<file path="src/rtl/insn_encoder_loader.sv">
// insn_encoder_loader: packs RV32I fields into instruction words and streams them into memory; IMM_RANGE_CHECK_EN adds a sticky err output for unencodable immediates.
module insn_encoder_loader #(
  parameter logic [31:0] BASE_ADDR = 32'h0000_0000,
  parameter int DEPTH = 256
) (
  input  logic                      clk,
  input  logic                      reset,
  input  logic                      start,
  input  logic                      finish,
  input  logic                      in_valid,
  output logic                      in_ready,
  input  logic [2:0]                fmt,
  input  logic [6:0]                opcode,
  input  logic [4:0]                rd,
  input  logic [4:0]                rs1,
  input  logic [4:0]                rs2,
  input  logic [2:0]                funct3,
  input  logic [6:0]                funct7,
  input  logic [31:0]               imm,
  output logic                      mem_we,
  output logic [31:0]               mem_addr,
  output logic [31:0]               mem_wdata,
  output logic [$clog2(DEPTH):0]    count,
  output logic                      full,
  output logic                      done
`ifdef IMM_RANGE_CHECK_EN
  ,output logic                     err
`endif
);
  localparam int CW = $clog2(DEPTH) + 1;
  typedef enum logic [1:0] {IDLE, ACTIVE, DONE} state_t;
  state_t state, next;
  logic [31:0] enc;
  logic accept, write, bad;
  // Field packing per instruction format; reserved formats produce no word.
  always_comb begin
    enc = fmt == 3'd0 ? {funct7, rs2, rs1, funct3, rd, opcode} :
          fmt == 3'd1 ? {imm[11:0], rs1, funct3, rd, opcode} :
          fmt == 3'd2 ? {imm[11:5], rs2, rs1, funct3, imm[4:0], opcode} :
          fmt == 3'd3 ? {imm[12], imm[10:5], rs2, rs1, funct3, imm[4:1], imm[11], opcode} :
          fmt == 3'd4 ? {imm[31:12], rd, opcode} :
          fmt == 3'd5 ? {imm[20], imm[10:1], imm[11], imm[19:12], rd, opcode} : 32'h0;
  end
`ifdef IMM_RANGE_CHECK_EN
  // An immediate fits when the bits above its sign bit all copy it, and branch/jump offsets are even.
  always_comb begin
    bad = (fmt == 3'd1 || fmt == 3'd2) ? !(&imm[31:11] || ~|imm[31:11]) :
          fmt == 3'd3 ? !(&imm[31:12] || ~|imm[31:12]) || imm[0] :
          fmt == 3'd4 ? |imm[11:0] :
          fmt == 3'd5 ? !(&imm[31:20] || ~|imm[31:20]) || imm[0] : 1'b0;
  end
`else
  assign bad = 1'b0;
`endif
  // Session sequencing and handshake; a beat is consumed whenever ready, but only valid formats write.
  always_comb begin
    next = state == IDLE ? (start ? ACTIVE : IDLE) :
           state == ACTIVE ? (finish ? DONE : ACTIVE) : IDLE;
    full = count == CW'(DEPTH);
    in_ready = state == ACTIVE && !full;
    done = state == DONE;
    accept = in_valid && in_ready;
    write = accept && fmt < 3'd6 && !bad;
  end
  // State register.
  always_ff @(posedge clk) begin
    if (reset) state <= IDLE;
    else state <= next;
  end
  // Write port, word counter and error flag; a new session clears the counter and error.
  always_ff @(posedge clk) begin
    if (reset) begin
      mem_we <= 1'b0;
      mem_addr <= BASE_ADDR;
      mem_wdata <= 32'h0;
      count <= '0;
`ifdef IMM_RANGE_CHECK_EN
      err <= 1'b0;
`endif
    end else begin
      mem_we <= write;
      if (write) begin
        mem_addr <= BASE_ADDR + (32'(count) << 2);
        mem_wdata <= enc;
        count <= count + CW'(1);
      end
      if (state == IDLE && start) count <= '0;
`ifdef IMM_RANGE_CHECK_EN
      if (state == IDLE && start) err <= 1'b0;
      else if (accept && bad) err <= 1'b1;
`endif
    end
  end
endmodule

</file>
<file path="config.mk">
export PLATFORM = sky130hd
export DESIGN_NAME = insn_encoder_loader
export DESIGN_NICKNAME = d
export VERILOG_FILES = /design/src/rtl/insn_encoder_loader.sv
export SDC_FILE = /design/constraint.sdc
export NUM_CORES = 1
export LEC_CHECK = 0
export CAP_MARGIN = 40
export CORE_MARGIN = 3
export CORE_UTILIZATION = 42
export CTS_CLUSTER_DIAMETER = 40
export CTS_CLUSTER_SIZE = 40
export DETAILED_ROUTE_END_ITERATION = 12
export PLACE_DENSITY_LB_ADDON = 0.15
export SYNTH_ARGS = -nofsm -noshare
export SYNTH_HDL_FRONTEND = slang
export SYNTH_SLANG_ARGS = --single-unit
</file>
<file path="constraint.sdc">
create_clock -name clk -period 4.43 [get_ports clk]
set_input_delay 0.6645 -clock clk [delete_from_list [all_inputs] [get_ports clk]]
set_output_delay 0.6645 -clock clk [all_outputs]
set_load 0.02 [all_outputs]
</file>
==> Yosys cells after proc, flatten, opt, wreduce, memory -nomap -nowiden <==
Index checks and enable logic that the tools add are counted.
W data, S select, Z words.
{ "totals": {"regBits": 53, "input_bits": 72, "wordCells": 33} }
{ "classes": {"add_sub_neg": 1, "magnitude_cmp": 1, "n_eq_ne": 8, "muxes": 10, "reduce_logical": 8} }
{ "op_table": {"columns": ["op", "count"], "rows": [
  ["$mux W32", 6],
  ["$add A9 B1 Y9 const B", 1],
  ["$eq A9 B9 Y1 const B", 1],
  ["$eq A3 B2 Y1 const B", 2],
  ["$eq A3 B3 Y1 const B", 2],
  ["$mux W2", 3],
  ["$logic_and A1 B1 Y1", 4],
  ["$eq A3 B1 Y1 const B", 1],
  ["$logic_not A3 Y1", 1],
  ["$lt A3 B3 Y1 const B", 1],
  ["$eq A2 B1 Y1 const B", 1],
  ["$eq A2 B2 Y1 const B", 1],
  ["$logic_not A2 Y1", 1],
  ["$reduce_or A2 Y1", 1],
  ["$logic_not A1 Y1", 1],
  ["$mux W1", 1]
]} }

==> Logic depth before layout (Yosys ltp) <==
{ "depth": {"ltp_word": 7, "depth_mapped": 8} }

==> Least setup slack after synthesis <==
No wires, ideal clock.
{ "synth_timing": {"path_type": "register to output", "start": "register count[0]", "end": "output port in_ready", "arrival_time_ns": 1.645, "t_required_ns": 3.766, "path_slack_ns": 2.120, "stages_incl_launch_ff": 6, "path_buffers": 0, "path_cell_list": "dfxtp_1 > inv_1 > ha_1 > or4b_4 > nor2_1 > nor2_1"} }
{ "synth_via": {"elab_chain_cells": 3} }
{ "synth_rtl": {"columns": ["element", "line_no", "source"], "rows": [
  ["start, declared", "23", "output logic [$clog2(DEPTH):0] count,"],
  ["start signal, assigned", "85", "count <= count + CW'(1);"],
  ["$eq A9 B9 Y1", "59", "full = count == CW'(DEPTH);"],
  ["net full", "24", "output logic full,"],
  ["$logic_not A1 Y1", "60", "in_ready = state == ACTIVE && !full;"],
  ["$logic_and A1 B1 Y1", "60", null],
  ["end, declared", "11", "output logic in_ready,"]
]} }
The timed path passes the listed nets, and every way through them passes these cells.

==> Worst setup path in the final report <==
{ "layout_timing": {"start": "register count[0]", "end": "output port full"} }
{ "layout_via": {"elab_chain_cells": 1} }
{ "layout_rtl": {"columns": ["element", "line_no"], "rows": [
  ["$eq A9 B9 Y1", "59"],
  ["end, declared", "24"]
]} }
No other way between the ends.

==> impl_metrics.env <==
export IMPL_status="finished clean"
export IMPL_synth_top_area_share=0.3939
export IMPL_cp_cell_sequence="inv_1 > ha_1 > or4b_4 > nor2_1 > clkdlybuf4s50_1"
export IMPL_r2r_setup_slack_ps=2300
export IMPL_h_tree_depth=2
export IMPL_cp_max_fo=6
export IMPL_grt_busiest_layer="met2"
export IMPL_dp_cells=489
export IMPL_min_path_cells=2
export IMPL_min_from="mem_addr[4]$_SDFFE_PP0P_"
export IMPL_start_kind="register"
export IMPL_drv_slew=0
export IMPL_first_pass_iters=4
export IMPL_synth_area_per_cell_um2=8.775
export IMPL_reg2reg_depth=7
export IMPL_hold_end="mem_addr[4]$_SDFFE_PP0P_"
export IMPL_ys_warn_count=0
export IMPL_cp_required_ps=3770
export IMPL_synth_seq_cells=53
export IMPL_fin_crit_sh=0.6590
export IMPL_grt_pass1_wl_mm=12.21
export IMPL_finalWirelength_mm=7.771
export IMPL_clock_latency_ps=300
export IMPL_synth_cell_types=46
export IMPL_ys_top_cells_by_area="dfxtp_1 39%, buf_4 6.4%, nor2_1 5.2%"
export IMPL_grtUsageTotal=0.2030
export IMPL_drive_above_1_share=0.08076
export IMPL_setup_violations=0
export IMPL_clock_path_buffers=2
export IMPL_met1_usage=0.2757
export IMPL_crit_type="reg2out"
export IMPL_io_buffers=125
export IMPL_grt_ovfl_total=0
export IMPL_tns_ps=0
export IMPL_fin_nets=495
export IMPL_root_buffer="clkbuf_8"
export IMPL_yosys_area_top_type="dfxtp_1"
export IMPL_antenna_found_initial=0
export IMPL_p_leak_nw=1.398
export IMPL_ys_seq_area_frac=0.3939
export IMPL_peakVddDrop_mv=0.1604
export IMPL_ys_flop_type="dfxtp_1"
export IMPL_clock_sinks=53
export IMPL_antennaDiodeCount=0
export IMPL_cts_buffers_inserted=5
export IMPL_die_w_um=86.09
export IMPL_grt_max_degree=35
export IMPL_routabilityCongestion=0.8063
export IMPL_coreArea_um2=6061
export IMPL_grt_util_met2=0.3203
export IMPL_synth_commonest_cells="53 x dfxtp_1, 37 x nor2_1, 36 x nand2_1, 23 x buf_4, 20 x a21oi_1"
export IMPL_clk_pin_slew_ps=100
export IMPL_rows=28
export IMPL_postRouteAntennaNets=0
export IMPL_syn_inst=307
export IMPL_regToRegEndpoint="count[0]$_SDFFE_PP0P_"
export IMPL_boundaryPins=149
export IMPL_p_per_area_nw_per_um2=264.5
export IMPL_post_drt_wl_per_cell_um=15.67
export IMPL_dieArea_um2=7411
export IMPL_r2r_start="count[0]$_SDFFE_PP0P_"
export IMPL_slowest_delay_ps=650
export IMPL_cts_tree="done"
export IMPL_start_util=0.4445
export IMPL_design_area_um2=3979
export IMPL_cts_resized=0
export IMPL_avgViaCountPerCell=5.270
export IMPL_dpl_hpwl_mm=5.774
export IMPL_synth_edf_count=0
export IMPL_arrival_ps=2250
export IMPL_drt_initial_drc_count=138
export IMPL_clock_fmax_mhz=342.5
export IMPL_fin_skew_ps=10.17
export IMPL_final_instance_count_excl_fill=496
export IMPL_rsz0062_at_grt="false"
export IMPL_slew_headroom=0.5161
export IMPL_cts_setup_buffers=0
export IMPL_final_hold_viol_count=0
export IMPL_period_needed_ps=2919
export IMPL_yosysMostFrequentCell="dfxtp_1"
export IMPL_dpl_cell_area_um2=3875
export IMPL_crit_path_top_delay_cell="clkdlybuf4s50_1"
export IMPL_gr_usage_met3=0.04995
export IMPL_synthToLayoutAreaGrowth_pct=47.70
export IMPL_hold_class="reg2reg"
export IMPL_netlist_area_um2=2694
export IMPL_synthArstFlopShare=0
export IMPL_drc_errors=0
export IMPL_vias=2614
export IMPL_tightest_slew_ps=724.3
export IMPL_die_h_um=86.09
export IMPL_cts_hold_buffers=0
export IMPL_endpoint_kind="output pin"
export IMPL_max_cap_violations=0
export IMPL_grt_pass1_vias=2450
[per-layer routing]
metal	up-vias	routed length (µm)
li1	1273	-
met1	1213	3341
met2	117	3601
met3	11	717
met4	0	112
met5	-	0
[layout by cell type, fill, tap and decap left out, drive strengths merged, types with 12 or more instances in the layout]
cell             n
a22oi           16
a21oi           20
dfxtp           53
nor2            38
a221oi          14
nor3            15
conb            23
nand2           36
a211oi          12
clkdlybuf4s50  124
[worst max-delay path by stage]
stage | startpoint | endpoint | slack [ps] | cells past startpoint
after floorplan | count[0]$_SDFFE_PP0P_ | in_ready | 2120 | 5
after global placement | fmt[2] | count[0]$_SDFFE_PP0P_ | 1500 | 6
after detailed placement | fmt[2] | mem_wdata[31]$_SDFFE_PP0P_ | 1430 | 6
after CTS | count[0]$_SDFFE_PP0P_ | full | 1500 | 5
after global routing | count[0]$_SDFFE_PP0P_ | full | 1400 | 5
final | count[0]$_SDFFE_PP0P_ | full | 1510 | 5
[per-stage QoR]
step	total power, mW	util	hold slack, ps	worst slack [ps]
finish	1.052	0.6565	456.7	1511
global route	1.096	0.6565	482.8	1398
detailed placement	0.7458	0.6393	447.2	1434
global placement	0.7383	0.6315	442.0	1502
CTS	1.061	0.6565	460.7	1498
floorplan	0.6480	-	466.5	2120
[kinds of logic (layout without fill, tap and decap cells)]
logic type,Yosys count,count (layout),share of synthesized area
other,1,23,0.001392
AO/OA/AOI/OAI,79,79,0.2369
buffers and inverters,50,142,0.1226
XOR/XNOR,7,7,0.02276
AND/OR/NAND/NOR,110,110,0.1932
adder cells (fa/ha/maj),2,2,0.009288
flip-flops,53,53,0.3939
multiplexers,5,5,0.01997
[worst max-delay path: cells and delay by family, from the launching register on]
kind	cells	cell delay, ps
adder cells (fa/ha/maj)	1	130
buffers and inverters	2	730
flip-flops	1	390
AND/OR/NAND/NOR	2	700
[layout make-up]
class,count,area (µm²)
clock inverters,2,35.03
clock buffers,5,68.82
well taps,75,93.84
repair buffers,130,1316
fillers,501,2082
inverters,5,18.77
flip-flops and latches,53,1061
multi-input cells,226,1385
[sequential cells by signal (all words and copies together) (netlist names)]
register,flops
mem_wdata,32
count,9
mem_addr,9
state,2
mem_we,1
[power by group]
part           internal (mW)  switching (mW)
clock                  0.165           0.152
combinational          0.118           0.117
sequential             0.491         0.00910
Note: power is estimated with default switching activity, not from simulation.
